<file path="src/rtl/rotate_pkg.sv">
// rotate_pkg: constants and types shared by the rotation read bridge.
// Pixel size, coordinate field layout and the address pipeline bundle.
package rotate_pkg;

    localparam int PIX_BYTES = 2;
    localparam int COORD_W   = 11;
    localparam int X_LSB     = 16;
    localparam int Y_LSB     = 0;

    typedef struct packed {
        logic        valid;
        logic [31:0] row;
        logic [31:0] x;
    } addr_s1_t;

    function automatic logic [COORD_W-1:0] coord_x(input logic [31:0] c);
        return c[X_LSB +: COORD_W];
    endfunction

    function automatic logic [COORD_W-1:0] coord_y(input logic [31:0] c);
        return c[Y_LSB +: COORD_W];
    endfunction

endpackage

</file>
<file path="src/rtl/rd_req_fifo.sv">
// rd_req_fifo: synchronous first-word-fall-through request FIFO.
// Ports: wr_en/wr_data push, rd_en pop, rd_data head, full, count.
module rd_req_fifo
#(
    parameter int DEPTH = 16,
    parameter int WIDTH = 32
) (
    input  logic                   clk,
    input  logic                   rst,
    input  logic                   wr_en,
    input  logic [WIDTH-1:0]       wr_data,
    input  logic                   rd_en,
    output logic [WIDTH-1:0]       rd_data,
    output logic                   full,
    output logic [$clog2(DEPTH):0] count
);

    localparam int            AW       = $clog2(DEPTH);
    localparam logic [AW:0]   FULL_CNT = DEPTH[AW:0];

    logic [WIDTH-1:0] mem [DEPTH];
    logic [AW-1:0]    wr_ptr;
    logic [AW-1:0]    rd_ptr;
    logic             push;
    logic             pop;

    assign full    = (count == FULL_CNT);
    assign pop     = rd_en & (count != '0);
    // A pop in the same cycle frees the slot a full-FIFO write needs.
    assign push    = wr_en & (~full | pop);
    assign rd_data = mem[rd_ptr];

    always_ff @(posedge clk) begin
        if (push) begin
            mem[wr_ptr] <= wr_data;
        end
    end

    always_ff @(posedge clk) begin
        if (rst) begin
            wr_ptr <= '0;
            rd_ptr <= '0;
            count  <= '0;
        end else begin
            if (push) begin
                wr_ptr <= wr_ptr + AW'(1);
            end
            if (pop) begin
                rd_ptr <= rd_ptr + AW'(1);
            end
            unique case ({push, pop})
                2'b10:   count <= count + (AW+1)'(1);
                2'b01:   count <= count - (AW+1)'(1);
                default: count <= count;
            endcase
        end
    end

endmodule

</file>
<file path="src/rtl/rotate_ddr_rd_bridge.sv">
// rotate_ddr_rd_bridge: turns rotated pixel coordinates into DDR reads.
// Ports: coord in, ddr_rd_req/ddr_rd_data, pix out, sticky errors.
module rotate_ddr_rd_bridge
    import rotate_pkg::*;
#(
    parameter int          IMAGE_W         = 1280,
    parameter int          IMAGE_H         = 720,
    parameter logic [31:0] BASE_ADDR       = 32'h0,
    parameter int          REQ_DEPTH       = 16,
    parameter int          MAX_OUTSTANDING = 16
) (
    input  logic        clk,
    input  logic        rst,
    input  logic        coord_valid,
    input  logic [31:0] coord,
    output logic        ddr_rd_req_valid,
    input  logic        ddr_rd_req_ready,
    output logic [31:0] ddr_rd_addr,
    input  logic        ddr_rd_data_valid,
    input  logic [15:0] ddr_rd_data,
    output logic        pix_valid,
    output logic [15:0] pix_data,
    input  logic        err_clr,
    output logic        ovf_err,
    output logic        range_err,
    output logic        unexp_err,
    output logic [7:0]  outstanding
);

    localparam int          CW      = $clog2(REQ_DEPTH) + 1;
    localparam logic [31:0] X_MAX   = 32'(IMAGE_W - 1);
    localparam logic [31:0] Y_MAX   = 32'(IMAGE_H - 1);
    localparam logic [31:0] LINE_W  = 32'(IMAGE_W);
    localparam logic [31:0] PIX_SZ  = 32'(PIX_BYTES);
    localparam logic [7:0]  OUT_MAX = 8'(MAX_OUTSTANDING);

    logic [31:0]   x_in;
    logic [31:0]   y_in;
    logic [31:0]   x_c;
    logic [31:0]   y_c;
    logic          x_oob;
    logic          y_oob;
    addr_s1_t      s1;
    logic          s2_valid;
    logic [31:0]   s2_addr;
    logic [31:0]   fifo_head;
    logic          fifo_full;
    logic [CW-1:0] fifo_count;
    logic          req_ok;
    logic          xfer;
    logic          ret;
    logic          range_ev;
    logic          ovf_ev;
    logic          unexp_ev;

    // Out-of-range coordinates are clamped, not dropped, so every
    // coordinate still yields exactly one pixel.
    always_comb begin
        x_in  = 32'(coord_x(coord));
        y_in  = 32'(coord_y(coord));
        x_oob = x_in > X_MAX;
        y_oob = y_in > Y_MAX;
        x_c   = x_oob ? X_MAX : x_in;
        y_c   = y_oob ? Y_MAX : y_in;
    end

    always_ff @(posedge clk) begin
        if (rst) begin
            s1       <= '0;
            s2_valid <= 1'b0;
            s2_addr  <= '0;
        end else begin
            s1.valid <= coord_valid;
            s1.row   <= y_c * LINE_W;
            s1.x     <= x_c;
            s2_valid <= s1.valid;
            s2_addr  <= BASE_ADDR + (s1.row + s1.x) * PIX_SZ;
        end
    end

    rd_req_fifo #(
        .DEPTH (REQ_DEPTH),
        .WIDTH (32)
    ) u_fifo (
        .clk     (clk),
        .rst     (rst),
        .wr_en   (s2_valid),
        .wr_data (s2_addr),
        .rd_en   (xfer),
        .rd_data (fifo_head),
        .full    (fifo_full),
        .count   (fifo_count)
    );

    assign req_ok           = (fifo_count != '0) && (outstanding < OUT_MAX);
    assign ddr_rd_req_valid = req_ok;
    assign ddr_rd_addr      = req_ok ? fifo_head : '0;
    assign xfer             = req_ok & ddr_rd_req_ready;
    assign ret              = ddr_rd_data_valid & (outstanding != '0);
    assign unexp_ev         = ddr_rd_data_valid & (outstanding == '0);
    assign ovf_ev           = s2_valid & fifo_full & ~xfer;
    assign range_ev         = coord_valid & (x_oob | y_oob);

    always_ff @(posedge clk) begin
        if (rst) begin
            outstanding <= '0;
            pix_valid   <= 1'b0;
            pix_data    <= '0;
            ovf_err     <= 1'b0;
            range_err   <= 1'b0;
            unexp_err   <= 1'b0;
        end else begin
            unique case ({xfer, ret})
                2'b10:   outstanding <= outstanding + 8'd1;
                2'b01:   outstanding <= outstanding - 8'd1;
                default: outstanding <= outstanding;
            endcase
            pix_valid <= ret;
            pix_data  <= ret ? ddr_rd_data : 16'h0;
            // A new error in the clearing cycle keeps its flag set.
            ovf_err   <= (ovf_err & ~err_clr) | ovf_ev;
            range_err <= (range_err & ~err_clr) | range_ev;
            unexp_err <= (unexp_err & ~err_clr) | unexp_ev;
        end
    end

endmodule

</file>
<file path="config.mk">
export PLATFORM = sky130hd
export DESIGN_NAME = rotate_ddr_rd_bridge
export DESIGN_NICKNAME = d
export VERILOG_FILES = /design/src/rtl/rotate_pkg.sv /design/src/rtl/rd_req_fifo.sv /design/src/rtl/rotate_ddr_rd_bridge.sv
export SDC_FILE = /design/constraint.sdc
export NUM_CORES = 1
export LEC_CHECK = 0
export BUFFER_PORTS_ARGS = -buffer_cell sky130_fd_sc_hd__clkbuf_2
export CELL_PAD_IN_SITES_DETAIL_PLACEMENT = 0
export CELL_PAD_IN_SITES_GLOBAL_PLACEMENT = 1
export CORE_MARGIN = 2
export CORE_UTILIZATION = 56
export DETAILED_ROUTE_END_ITERATION = 7
export HOLD_SLACK_MARGIN = 0.05
export PLACE_DENSITY_LB_ADDON = 0.2
export SYNTH_ARGS = -nofsm -noshare
export SYNTH_HDL_FRONTEND = slang
export SYNTH_SLANG_ARGS = --single-unit
</file>
<file path="constraint.sdc">
create_clock -name clk -period 9.7 [get_ports clk]
set_input_delay 1.94 -clock clk [delete_from_list [all_inputs] [get_ports clk]]
set_output_delay 1.94 -clock clk [all_outputs]
set_load 0.02 [all_outputs]
</file>
Word level (Yosys, flattened, before mapping) --
Memories as Yosys holds them, arrays and structs flattened. A register that Yosys moved wholly into a read port is not among the register bits. Index checks and enable logic that the tools add are counted.
Storage, ports and cells: bits in registers 108, bits in latches 0, bits in writable memories 512, bits in read-only memories 0, output and inout port bits 61, logic and storage cells 71, memories kept 1
Memory list:
- u_fifo.mem | words 16, bits a word 32, rd ports 1, clocked after memory_dff 1, wr ports 1, line rd_req_fifo.sv:21 | logic [WIDTH-1:0] mem [DEPTH];
Operators by class: $add $sub $neg 7, multipliers 1, div/mod/pow operators 0, $lt $le $gt $ge 3, equality and inequality tests 5, shift operators 0, mux-type cells 9, bitwise logic cells 20, reduce and logical (&&, ||, !) cells 8
Operator list (count):
- 32-bit two-way mux | 1
- 22-bit by 11-bit adder with 23-bit output | 1
- 11-bit two-way mux | 2
- 8-bit case mux with 2 select lines | 1
- 11-bit by 3-bit multiplier with 14-bit output (second input constant) | 1
- 1-bit AND | 11
- 11-bit by 10-bit greater-than comparator with 1-bit output (second input constant) | 1
- 11-bit greater-than comparator (second input constant) | 1
- 5-bit case mux with 2 select lines | 1
- 4-bit by 1-bit adder with 4-bit output (second input constant) | 2
- 8-bit by 1-bit adder with 8-bit output (second input constant) | 1
- 8-bit zero test | 1
- 8-bit by 5-bit < comparator with 1-bit output (second input constant) | 1
- 4-bit two-way mux | 2
- 8-bit nonzero test | 1
- 8-bit by 1-bit subtractor with 8-bit output (second input constant) | 1
- 5-bit by 1-bit adder with 5-bit output (second input constant) | 1
- 5-bit equality test (second input constant) | 1
- 1-bit OR | 5
- 5-bit nonzero test | 1
- 5-bit by 1-bit subtractor with 5-bit output (second input constant) | 1
- 2-bit by 1-bit equality test with 1-bit output (second input constant) | 2
- 2-bit equality test (second input constant) | 2
- 1-bit NOT | 4
- 4 further kinds | 7

Depth between registers and ports, before layout --
depth in word-level cells 8, gate-level depth with buffers 14, gate-level depth less buffers 13

Cells and area by module --
A second synthesis with hierarchy kept.
Unflattened totals: cell total of the unflattened synthesis 1297, area total of the unflattened synthesis 23712.7 um^2
Modules (own cells, without submodules):
- rd_req_fifo | instances 1, cells each 904, area an instance 20110.5 um^2
- rotate_ddr_rd_bridge | instances 1, cells each 393, area an instance 3602.2 um^2

Worst setup path after synthesis --
No wires, ideal clock.
path kind input -> register, start point in coord[5], end point reg s1[51] (netlist name), library setup time 0.121 ns, arrival 4.404 ns, required time 9.579 ns, path slack 5.175 ns, cell stages on the path 14, cells stage by stage o211ai_1 -> nand2b_1 -> a21oi_1 -> clkbuf_1 -> nand2b_1 -> ha_1 -> ha_1 -> inv_1 -> fa_1 -> nor2b_1 -> o21ai_0 -> a21oi_1 -> o41ai_1 -> mux2_2
On the way: word-level cells in the longest chain between the ends 3
RTL lines:
- start, declared | line rotate_ddr_rd_bridge.sv:15 | input logic [31:0] coord,
- 11-bit by 10-bit greater-than comparator with 1-bit output | line rotate_ddr_rd_bridge.sv:62 | y_oob = y_in > Y_MAX;
- 11-bit two-way mux * | line rotate_ddr_rd_bridge.sv:64 | y_c = y_oob ? Y_MAX : y_in;
- 11-bit by 3-bit multiplier with 14-bit output * | line rotate_ddr_rd_bridge.sv:74 | s1.row <= y_c * LINE_W;
- end, declared | line rotate_ddr_rd_bridge.sv:43 | addr_s1_t s1;
Mark *: on every way between the ends. The rest lies on a longest branch, timed or not. A chain may end at the register's enable or synchronous reset.

==> flow_metrics.env <==
export IMPL_place_congestion=0.741
export IMPL_pin_count=115
export IMPL_first_pass_iters=4
export IMPL_dp_hpwl_um=20800
export IMPL_vias=9363
export IMPL_fin_util_pct=64.2
export IMPL_fin_skew_ps=22.3
export IMPL_maxCapViolCount=0
export IMPL_drtIter0Drc=914
export IMPL_synth_seq_area_share_pct=70.4
export IMPL_antennaDiodeCount=0
export IMPL_die_y_um=185
export IMPL_cp_num_buf_inv=2
export IMPL_final_nets=1260
export IMPL_cts_tree="yes"
export IMPL_drc=0
export IMPL_critPathArrivalTime_ps=3370
export IMPL_period_needed_ps=5310
export IMPL_drive_above_1_share_pct=24.7
export IMPL_synth_most_common_cell="edfxtp_1"
export IMPL_tns_ps=0
export IMPL_cts_resized=0
export IMPL_slew_headroom_pct=36.4
export IMPL_critPathMaxStageDelay_ps=740
export IMPL_crit_family="buffers and inverters"
export IMPL_cts_root_buf="clkbuf_16"
export IMPL_status="completed"
export IMPL_finalHoldViolCount=0
export IMPL_path_cells="buf_4, mux4_2, nor2b_1, a211oi_1, a211oi_1, clkbuf_2"
export IMPL_track_usage_pct=21.6
export IMPL_critPathKind="flop to output pin"
export IMPL_fin_crit_sh_pct=54.8
export IMPL_wl_per_cell_um=22.0
export IMPL_syn_inst=1050
export IMPL_synth_cell_type_count=59
export IMPL_synth_edf_count=368
export IMPL_cts_buffers=46
export IMPL_dieWidth_um=185
export IMPL_ir_drop_mv=0.253
export IMPL_worstPathRequired_ps=7760
export IMPL_fmax_mhz=188
export IMPL_synth_main_ff_cell="edfxtp_1"
export IMPL_portBuffers=95
export IMPL_yosysWarnings=0
export IMPL_synth_largest_type_area_fraction_pct=60.1
export IMPL_cts_setup_buffers=0
export IMPL_cp_end_kind="output pin"
export IMPL_postCtsHoldBufs=0
export IMPL_clk_latency_ps=550
export IMPL_async_reset_ff_share_pct=0
export IMPL_wl_um=36100
export IMPL_slew_viol_final=0
export IMPL_cp_slowest_cell="dfxtp_4"
export IMPL_powerDensity_nw_per_um2=244
export IMPL_synth_area_um2=18400
export IMPL_grt_antenna_before_repair=0
export IMPL_p_leak_uw=0.00715
export IMPL_core_area_um2=32500
export IMPL_rows=66
export IMPL_setup_viol=0
export IMPL_synth_avg_cell_area_um2=17.5
export IMPL_ys_top_cells_by_count="edfxtp_1, dfxtp_1, mux4_2"
export IMPL_syn2layout_area_growth_pct=13.3
export IMPL_via_per_inst=5.69
export IMPL_grt_max_degree=71
export IMPL_grt_pass1_vias=9455
export IMPL_worstMarginPinSlew_ps=954
export IMPL_synth_top_cell_by_area="edfxtp_1"
export IMPL_cts_max_path_buffers=3
export IMPL_critPathMaxFanout=33
export IMPL_htreeDepth=2
export IMPL_path_clk_slew_ps=60
export IMPL_ys_ff_latch=463
export IMPL_rsz0062_at_grt="false"
export IMPL_detail_route_antenna_nets=0
export IMPL_start_kind="flop"
export IMPL_grt_pass1_wl_um=54800
export IMPL_cp_common_cell="a211oi_1"
export IMPL_overflow=0
export IMPL_die_area_um2=34300
export IMPL_synth_area_leaders="edfxtp_1, mux4_2, dfxtp_1, ha_1, a211oi_1"
export IMPL_start_util_pct=56.7
export IMPL_clock_sinks=463
export IMPL_min_path_type="flop to flop"
## cells in the final DEF (no fill, tap or decap), drive strengths merged, types with 6 or more instances in the layout
cell      n
mux2i    25
clkbuf  161
inv      26
a211oi   47
buf      23
nand3     8
nor2     55
nand2b    9
a21oi    21
ha       35
xnor2    13
and3      6
dfxtp    95
o21ai    10
clkinv   11
xor2     13
nor2b    46
mux4     92
nor3     10
nand2    16
conb     11
and2     37
a21o      6
edfxtp  368
## layout make-up
type                       count  area, um^2
multi-input combinational    514        5070
sequential                   463       13000
fill                        2345       11600
timing repair buffer         118         648
inverter                      24        90.1
clock buffer                  66        1310
tap                          442         553
clock inverter                19         210
## layer usage
layer  share of wire (%)  track usage, %  up-vias  wire length, um
met4                 1.4            4.54        0              498
met2                  48            35.3      273            17500
met5                   0               0        -                0
met3                 5.8            3.48       42             2110
met1                  44            31.2     4744            16000
li1                    -               -     4304                -
## registers in the layout, summed over array words and instances, names as in the netlist, named ones only
signal,cells
outstanding,8
ovf_err,1
pix_data,16
pix_valid,1
range_err,1
s1,26
s2_addr,23
s2_valid,1
u_fifo.count,5
u_fifo.mem,368
u_fifo.rd_ptr,4
u_fifo.wr_ptr,4
unexp_err,1
## kinds of logic (layout without fill, tap and decap cells)
logic type      after synthesis  after routing  synth area share (%)
compound gates              109            109                  4.14
other cells                   1             11                0.0204
fa+ha+maj                    39             39                  2.82
simple gates                211            211                  6.41
xor+xnor                     26             26                  1.24
buf+inv                      83            227                  2.27
mux                         118            118                  12.7
flops                       463            463                  70.4
## through the flow
stage | hold WS [ps] | total power [uW] | instance area [um^2] | instances | setup slack, ps
after global placement | 418 | 3370 | 19300 | 1561 | 4510
after floorplan | 414 | 3110 | 18400 | 1060 | 5180
after detailed placement | 426 | 3380 | 19300 | 1561 | 4490
final | 438 | 5080 | 20800 | 1646 | 4390
after CTS | 441 | 5130 | 20800 | 1646 | 4270
after global routing | 474 | 5310 | 20800 | 1646 | 4100
## path summary, 6_finish.rpt
path	start	end	slack, ps	cells past startpoint
worst max-delay path	flop	ddr_rd_addr[2]	4390	6
worst min-delay path	s1[3]$_SDFF_PP0_	s2_addr[4]$_SDFF_PP0_	440	1
worst max register to register	outstanding[7]$_SDFFE_PP0P_	outstanding[7]$_SDFFE_PP0P_	6330	10
worst min register to register	s1[3]$_SDFF_PP0_	s2_addr[4]$_SDFF_PP0_	440	1
## report_power, final
part	switching (uW)	internal, uW
Combinational	586	429
Clock	712	1050
Sequential	94.0	2220
Total	1390	3690
No activity file was read; power rests on OpenSTA's default activity.
